`config.mk`:
```
export PLATFORM = sky130hd
export DESIGN_NAME = pu_result_collector
export DESIGN_NICKNAME = d
export VERILOG_FILES = /design/src/rtl/pu_result_collector.sv
export SDC_FILE = /design/constraint.sdc
export NUM_CORES = 1
export LEC_CHECK = 0
export ABC_AREA = 1
export CAP_MARGIN = 30
export CORE_UTILIZATION = 45
export CTS_CLUSTER_DIAMETER = 80
export DETAILED_ROUTE_END_ITERATION = 8
export PLACE_DENSITY = 0.74
export REMOVE_ABC_BUFFERS = 1
export SLEW_MARGIN = 15
export SYNTH_ARGS = -nofsm -noshare
export SYNTH_HDL_FRONTEND = slang
export SYNTH_SLANG_ARGS = --single-unit
```
`constraint.sdc`:
```
create_clock -name clk -period 2.65 [get_ports clk]
set_clock_uncertainty 0.1 [all_clocks]
set_input_delay 0.53 -clock clk [delete_from_list [all_inputs] [get_ports clk]]
set_output_delay 0.53 -clock clk [all_outputs]
set_load 0.01 [all_outputs]
```
`src/rtl/pu_result_collector.sv`:
```
// -----------------------------------------------------------------------------
// pu_result_collector
//
// Drains the per-PU result registers after each compute round and streams the
// words, in raster order, to the output feature map (OFM) write port over a
// valid/ready handshake. One start covers a full NUM_ROUNDS x NUM_PU map.
//
// Each word goes through RD (read strobe) -> CAP (capture PU data and address)
// -> HOLD (offer to OFM until accepted), so an unstalled stream moves one word
// every three cycles. A round_done that arrives while a round is still being
// drained is remembered in a one-deep pending flag. A second early pulse
// cannot be remembered and raises the sticky err_overrun flag.
//
// Ports
//   clk          in   rising-edge clock
//   nrst         in   asynchronous active-low reset
//   start        in   one-cycle pulse, begins a frame (IDLE only)
//   round_done   in   one-cycle pulse, a round of PU results is stable
//   pu_rd_en     out  PU result read strobe
//   pu_sel       out  PU index being read
//   pu_rd_data   in   PU result, valid the cycle after pu_rd_en
//   ofm_valid    out  OFM write request
//   ofm_ready    in   OFM accepts the request
//   ofm_addr     out  round_cnt*NUM_PU + pu_sel of the word on offer
//   ofm_data     out  word on offer
//   round_cnt    out  current round index
//   busy         out  high in every state except IDLE
//   done         out  one-cycle pulse at frame end
//   err_overrun  out  sticky, a round_done was lost
// -----------------------------------------------------------------------------
module pu_result_collector #(
  parameter int NUM_PU     = 28,
  parameter int NUM_ROUNDS = 28,
  parameter int DATA_W     = 16,
  parameter int ADDR_W     = 10
) (
  input  logic              clk,
  input  logic              nrst,
  input  logic              start,
  input  logic              round_done,
  output logic              pu_rd_en,
  output logic [5:0]        pu_sel,
  input  logic [DATA_W-1:0] pu_rd_data,
  output logic              ofm_valid,
  input  logic              ofm_ready,
  output logic [ADDR_W-1:0] ofm_addr,
  output logic [DATA_W-1:0] ofm_data,
  output logic [5:0]        round_cnt,
  output logic              busy,
  output logic              done,
  output logic              err_overrun
);

  localparam logic [5:0] PU_LAST  = 6'(NUM_PU - 1);
  localparam logic [5:0] RND_LAST = 6'(NUM_ROUNDS - 1);

  typedef enum logic [2:0] {
    S_IDLE,
    S_WAIT_RND,
    S_RD,
    S_CAP,
    S_HOLD,
    S_FINISH
  } state_t;

  state_t              r_state;
  state_t              w_state_nxt;
  logic [5:0]          r_pu_sel;
  logic [5:0]          w_pu_sel_nxt;
  logic [5:0]          r_round_cnt;
  logic [5:0]          w_round_cnt_nxt;
  logic                r_pending;
  logic                w_pending_nxt;
  logic                r_err;
  logic                w_err_nxt;
  logic [ADDR_W-1:0]   r_ofm_addr;
  logic [ADDR_W-1:0]   w_ofm_addr_nxt;
  logic [DATA_W-1:0]   r_ofm_data;
  logic [DATA_W-1:0]   w_ofm_data_nxt;
  logic                w_draining;

  // Raster address of a word; the parameter rule guarantees the product fits
  // in ADDR_W bits, so it is formed directly at that width.
  function automatic logic [ADDR_W-1:0] f_ofm_addr(input logic [5:0] rnd,
                                                    input logic [5:0] sel);
    return ADDR_W'(rnd) * ADDR_W'(NUM_PU) + ADDR_W'(sel);
  endfunction

  // State and datapath registers
  always_ff @(posedge clk or negedge nrst) begin
    if (!nrst) begin
      r_state     <= S_IDLE;
      r_pu_sel    <= '0;
      r_round_cnt <= '0;
      r_pending   <= 1'b0;
      r_err       <= 1'b0;
      r_ofm_addr  <= '0;
      r_ofm_data  <= '0;
    end else begin
      r_state     <= w_state_nxt;
      r_pu_sel    <= w_pu_sel_nxt;
      r_round_cnt <= w_round_cnt_nxt;
      r_pending   <= w_pending_nxt;
      r_err       <= w_err_nxt;
      r_ofm_addr  <= w_ofm_addr_nxt;
      r_ofm_data  <= w_ofm_data_nxt;
    end
  end

  // Next-state logic
  always_comb begin
    w_state_nxt     = r_state;
    w_pu_sel_nxt    = r_pu_sel;
    w_round_cnt_nxt = r_round_cnt;
    w_pending_nxt   = r_pending;
    w_err_nxt       = r_err;
    w_ofm_addr_nxt  = r_ofm_addr;
    w_ofm_data_nxt  = r_ofm_data;

    w_draining = (r_state == S_RD) || (r_state == S_CAP) ||
                 (r_state == S_HOLD) || (r_state == S_FINISH);

    // An early round_done is parked in the pending flag; a second one while
    // the flag is still full is lost and reported.
    if (round_done && w_draining) begin
      if (r_pending) begin
        w_err_nxt = 1'b1;
      end else begin
        w_pending_nxt = 1'b1;
      end
    end

    case (r_state)
      S_IDLE: begin
        if (start) begin
          w_state_nxt     = S_WAIT_RND;
          w_round_cnt_nxt = '0;
          w_pu_sel_nxt    = '0;
          w_pending_nxt   = 1'b0;
          w_err_nxt       = 1'b0;
        end
      end

      S_WAIT_RND: begin
        if (round_done) begin
          w_state_nxt  = S_RD;
          w_pu_sel_nxt = '0;
        end
      end

      S_RD: begin
        w_state_nxt = S_CAP;
      end

      S_CAP: begin
        w_ofm_data_nxt = pu_rd_data;
        w_ofm_addr_nxt = f_ofm_addr(r_round_cnt, r_pu_sel);
        w_state_nxt    = S_HOLD;
      end

      S_HOLD: begin
        if (ofm_ready) begin
          if (r_pu_sel != PU_LAST) begin
            w_pu_sel_nxt = r_pu_sel + 6'd1;
            w_state_nxt  = S_RD;
          end else begin
            w_pu_sel_nxt = '0;
            if (r_round_cnt == RND_LAST) begin
              w_state_nxt = S_FINISH;
            end else begin
              // Round boundary: the next round starts immediately if a
              // round_done is parked or arrives right now. A coincident pulse
              // with the flag full replaces the consumed one, so no error.
              w_round_cnt_nxt = r_round_cnt + 6'd1;
              w_err_nxt       = r_err;
              if (r_pending) begin
                w_state_nxt   = S_RD;
                w_pending_nxt = round_done;
              end else if (round_done) begin
                w_state_nxt   = S_RD;
                w_pending_nxt = 1'b0;
              end else begin
                w_state_nxt   = S_WAIT_RND;
                w_pending_nxt = 1'b0;
              end
            end
          end
        end
      end

      S_FINISH: begin
        // A round announced after the last round has nowhere to go.
        if (r_pending) begin
          w_err_nxt = 1'b1;
        end
        w_state_nxt = S_IDLE;
      end

      default: begin
        w_state_nxt = S_IDLE;
      end
    endcase
  end

  assign pu_rd_en    = (r_state == S_RD);
  assign ofm_valid   = (r_state == S_HOLD);
  assign busy        = (r_state != S_IDLE);
  assign done        = (r_state == S_FINISH);
  assign pu_sel      = r_pu_sel;
  assign round_cnt   = r_round_cnt;
  assign ofm_addr    = r_ofm_addr;
  assign ofm_data    = r_ofm_data;
  assign err_overrun = r_err;

endmodule

```
==> run_results.csv <==
group,metric,value,unit
synthesis,synth_sequential_area_ratio,40.6,%
routing,num_vias,2387,
grt,grtUsageTotal,20.3,%
synthesis,ys_ff_latch,43,
synthesis,ys_warn_count,0,
min_path,hold_class,"in -> async",
synthesis,synth_edf_count,0,
timing,rsz0062_at_grt,"true",
worst_setup_path,endpoint_kind,"flop",
power_and_ir_drop,vdd_drop_max,0.511,mV
die,die_w,78.8,um
synthesis,syn_avg_cell_area,7.82,sq um
clocking,clock_latency,0.30,ns
clocking,hold_buffers,0,
grt,grt_pass1_wl,9900,um
grt,grt_antenna_before_repair,0,
routing,via_per_inst,4.92,
placed_design,port_buffers,63,
timing,setup_tns,-0.0218,ns
clocking,cts_tree,"built",
placed_design,hpwl,4260,um
synthesis,syn_inst,339,
timing,relSlewSlack,43.9,%
timing,fin_crit,2.67,ns
power_and_ir_drop,leakage,0.00183,uW
die,rows,27,
timing,fmax,0.374,GHz
synthesis,synth_area,0.00265,sq mm
clocking,htreeDepth,2,
synthesis,yosysUniqueCellTypes,29,
layout,drive_gt1_share,12.6,%
worst_setup_path,cp_data_arrival_time,2.80,ns
timing,slew_viol_final,0,
worst_setup_path,crit_fanout,5,
synthesis,synth_ff_type,"dfrtp_1",
worst_setup_path,reg2regPathDepth,10,
clocking,cts_sinks,43,
worst_setup_path,reg2reg_from,"round_cnt[1]",
die,io_pins,64,
die,core_region_area,0.00561,sq mm
timing,fin_ws,-0.0218,ns
routing,totalWireLength,5860,um
worst_setup_path,cp_slowest_cell,"fa_1",
worst_setup_path,reg2reg_slack,-0.02,ns
synthesis,yosys.area.top_type,"dfrtp_1",
clocking,cts_buffer_depth,2,
timing,finalSetupViolCount,1,
worst_setup_path,cp.required,2.78,ns
routing,wl_per_cell,12.1,um
synthesis,synth.area.top_cells,"dfrtp_1 (41%), nand2_1 (17%), ha_1 (8.0%), inv_1 (5.5%), fa_1 (5.3%)",
die,fp.dieH,78.8,um
clocking,cts_root_buffer,"clkbuf_8",
grt,overflow,0,
routing,drc,0,
layout,area_growth,34.0,%
worst_setup_path,path_class,"reg -> reg",
routing,drtPass1Iterations,4,
clocking,cts-buffers-inserted,5,
die,initial_core_util,47.3,%
run,max_cap_violations,0,
placed_design,gp_congestion,0.866,
synthesis,yosys.area.top_type_share,40.6,%
routing,drtIter0Drc,129,
grt,grt_pass1_vias,2262,
placed_design,place_ws,-0.0377,ns
timing,hold_violations,0,
synthesis,yosysMostFrequentCell,"nand2_1",
routing,ant_nets,0,
outcome,violations,"setup timing",
clocking,clkTransAtPathRegs,0.09,ns
synthesis,synth_common_cells,"nand2_1 (117), dfrtp_1 (43), inv_1 (39)",
grt,grt_start_max_net_pins,31,
timing,worst_pin_slew,0.841,ns
layout,nets,457,
outcome,status,"complete, but fails checks",
worst_setup_path,cpPeakStageDelay,0.57,ns
worst_setup_path,crit_chain,"fa_1 -> ha_2 -> fa_1 -> ha_4 -> nand3_1 -> nand3_2 -> nand2_4 -> o21ai_2 -> nand3_2 -> nand2_1",
worst_setup_path,r2r_end,"ofm_addr[8]",
worst_setup_path,cp-start-kind,"flop",
synthesis,async_flop_share,100,%
die,dieArea,0.00621,sq mm
layout,antennaDiodeCount,0,
power_and_ir_drop,power_density,693,mW/mm^2
timing,finalCritPeriodShare,101,%
-- critical path, delay by kind of cell (launching register included) --
kind / cells / cell delay, ns
compound gates: 1 / 0.16
simple gates: 5 / 0.40
fa+ha+maj: 4 / 1.52
flops: 1 / 0.42
-- timing repair --
action                     CTS  global route
setup endpoints to repair    3             3
pin swaps                    3            10
resized for setup            5            10
setup buffers                1             0
-- how the worst max path moves through the flow --
stage,start,to
6_report,round_cnt[1],ofm_addr[8]
5_1_grt,round_cnt[1],ofm_addr[8]
4_1_cts,round_cnt[0],ofm_addr[9]
3_5_place_dp,round_cnt[1],ofm_addr[9]
3_3_place_gp,round_cnt[1],ofm_addr[9]
2_1_floorplan,round_cnt[2],ofm_addr[9]
-- per-layer routing --
metal	vias to the layer above	track usage [%]	routed length (um)	share of wire (%)
li1	1218	-	-	-
met3	4	4.37	337	5.8
met4	0	6.85	29	0.50
met5	-	0	0	0
met2	65	35.7	2790	48
met1	1100	24.6	2700	46
-- through the flow --
step	hold slack, ns	instances	instance area, sq um	power (uW)	utilization [%]
2_1_floorplan	0.134	332	2610	1540	-
3_3_place_gp	0.352	476	3390	2030	60.5
3_5_place_dp	0.358	476	3390	2060	60.5
4_1_cts	0.0600	485	3520	2500	62.7
5_1_grt	0.0717	485	3550	2670	63.4
6_report	0.0539	485	3550	2460	63.4
-- power by group --
part | internal (uW) | total [uW] | switching [uW]
clock | 188 | 426 | 238
sequential | 830 | 950 | 120
combinational | 489 | 1090 | 599
-- state kept, by name, indices dropped and copies added (netlist names) --
register / count
err_overrun: 1
ofm_addr: 10
ofm_data: 16
pu_sel: 6
r_pending: 1
r_state: 3
round_cnt: 6
-- cells by family (layout without fill, tap and decap cells) --
kind of cell | count (synthesis) | in the layout | synth area share, %
and+or+nand+nor | 185 | 185 | 29.6
buffers and inverters | 48 | 122 | 7.41
DFF | 43 | 43 | 40.6
AOI/OAI and AO/OA | 34 | 34 | 7.45
adders and majority gates | 24 | 24 | 13.3
xor gates and xnor gates | 5 | 5 | 1.65
-- layout by cell type, fill, tap and decap left out, drive strengths merged --
cell,count
nor3,2
clkbuf,5
xor2,3
ha,17
o21a,1
inv,42
o211ai,1
dfrtp,43
a21oi,9
nand2,121
nand3,27
fa,7
clkinvlp,2
nor2,26
xnor2,2
a31oi,1
o21bai,1
nand4,4
or2,5
buf,11
clkdlybuf4s50,62
o21ai,21
-- layout make-up --
cell class / instances / area (sq um)
fillers: 508 / 2050
multi-input cells: 248 / 1440
flip-flops and latches: 43 / 1080
repair buffers: 73 / 701
inverters: 41 / 154
well taps: 72 / 90.1
clock buffers: 5 / 68.8
clock inverters: 3 / 23.8
Note: power is estimated with default switching activity, not from simulation.
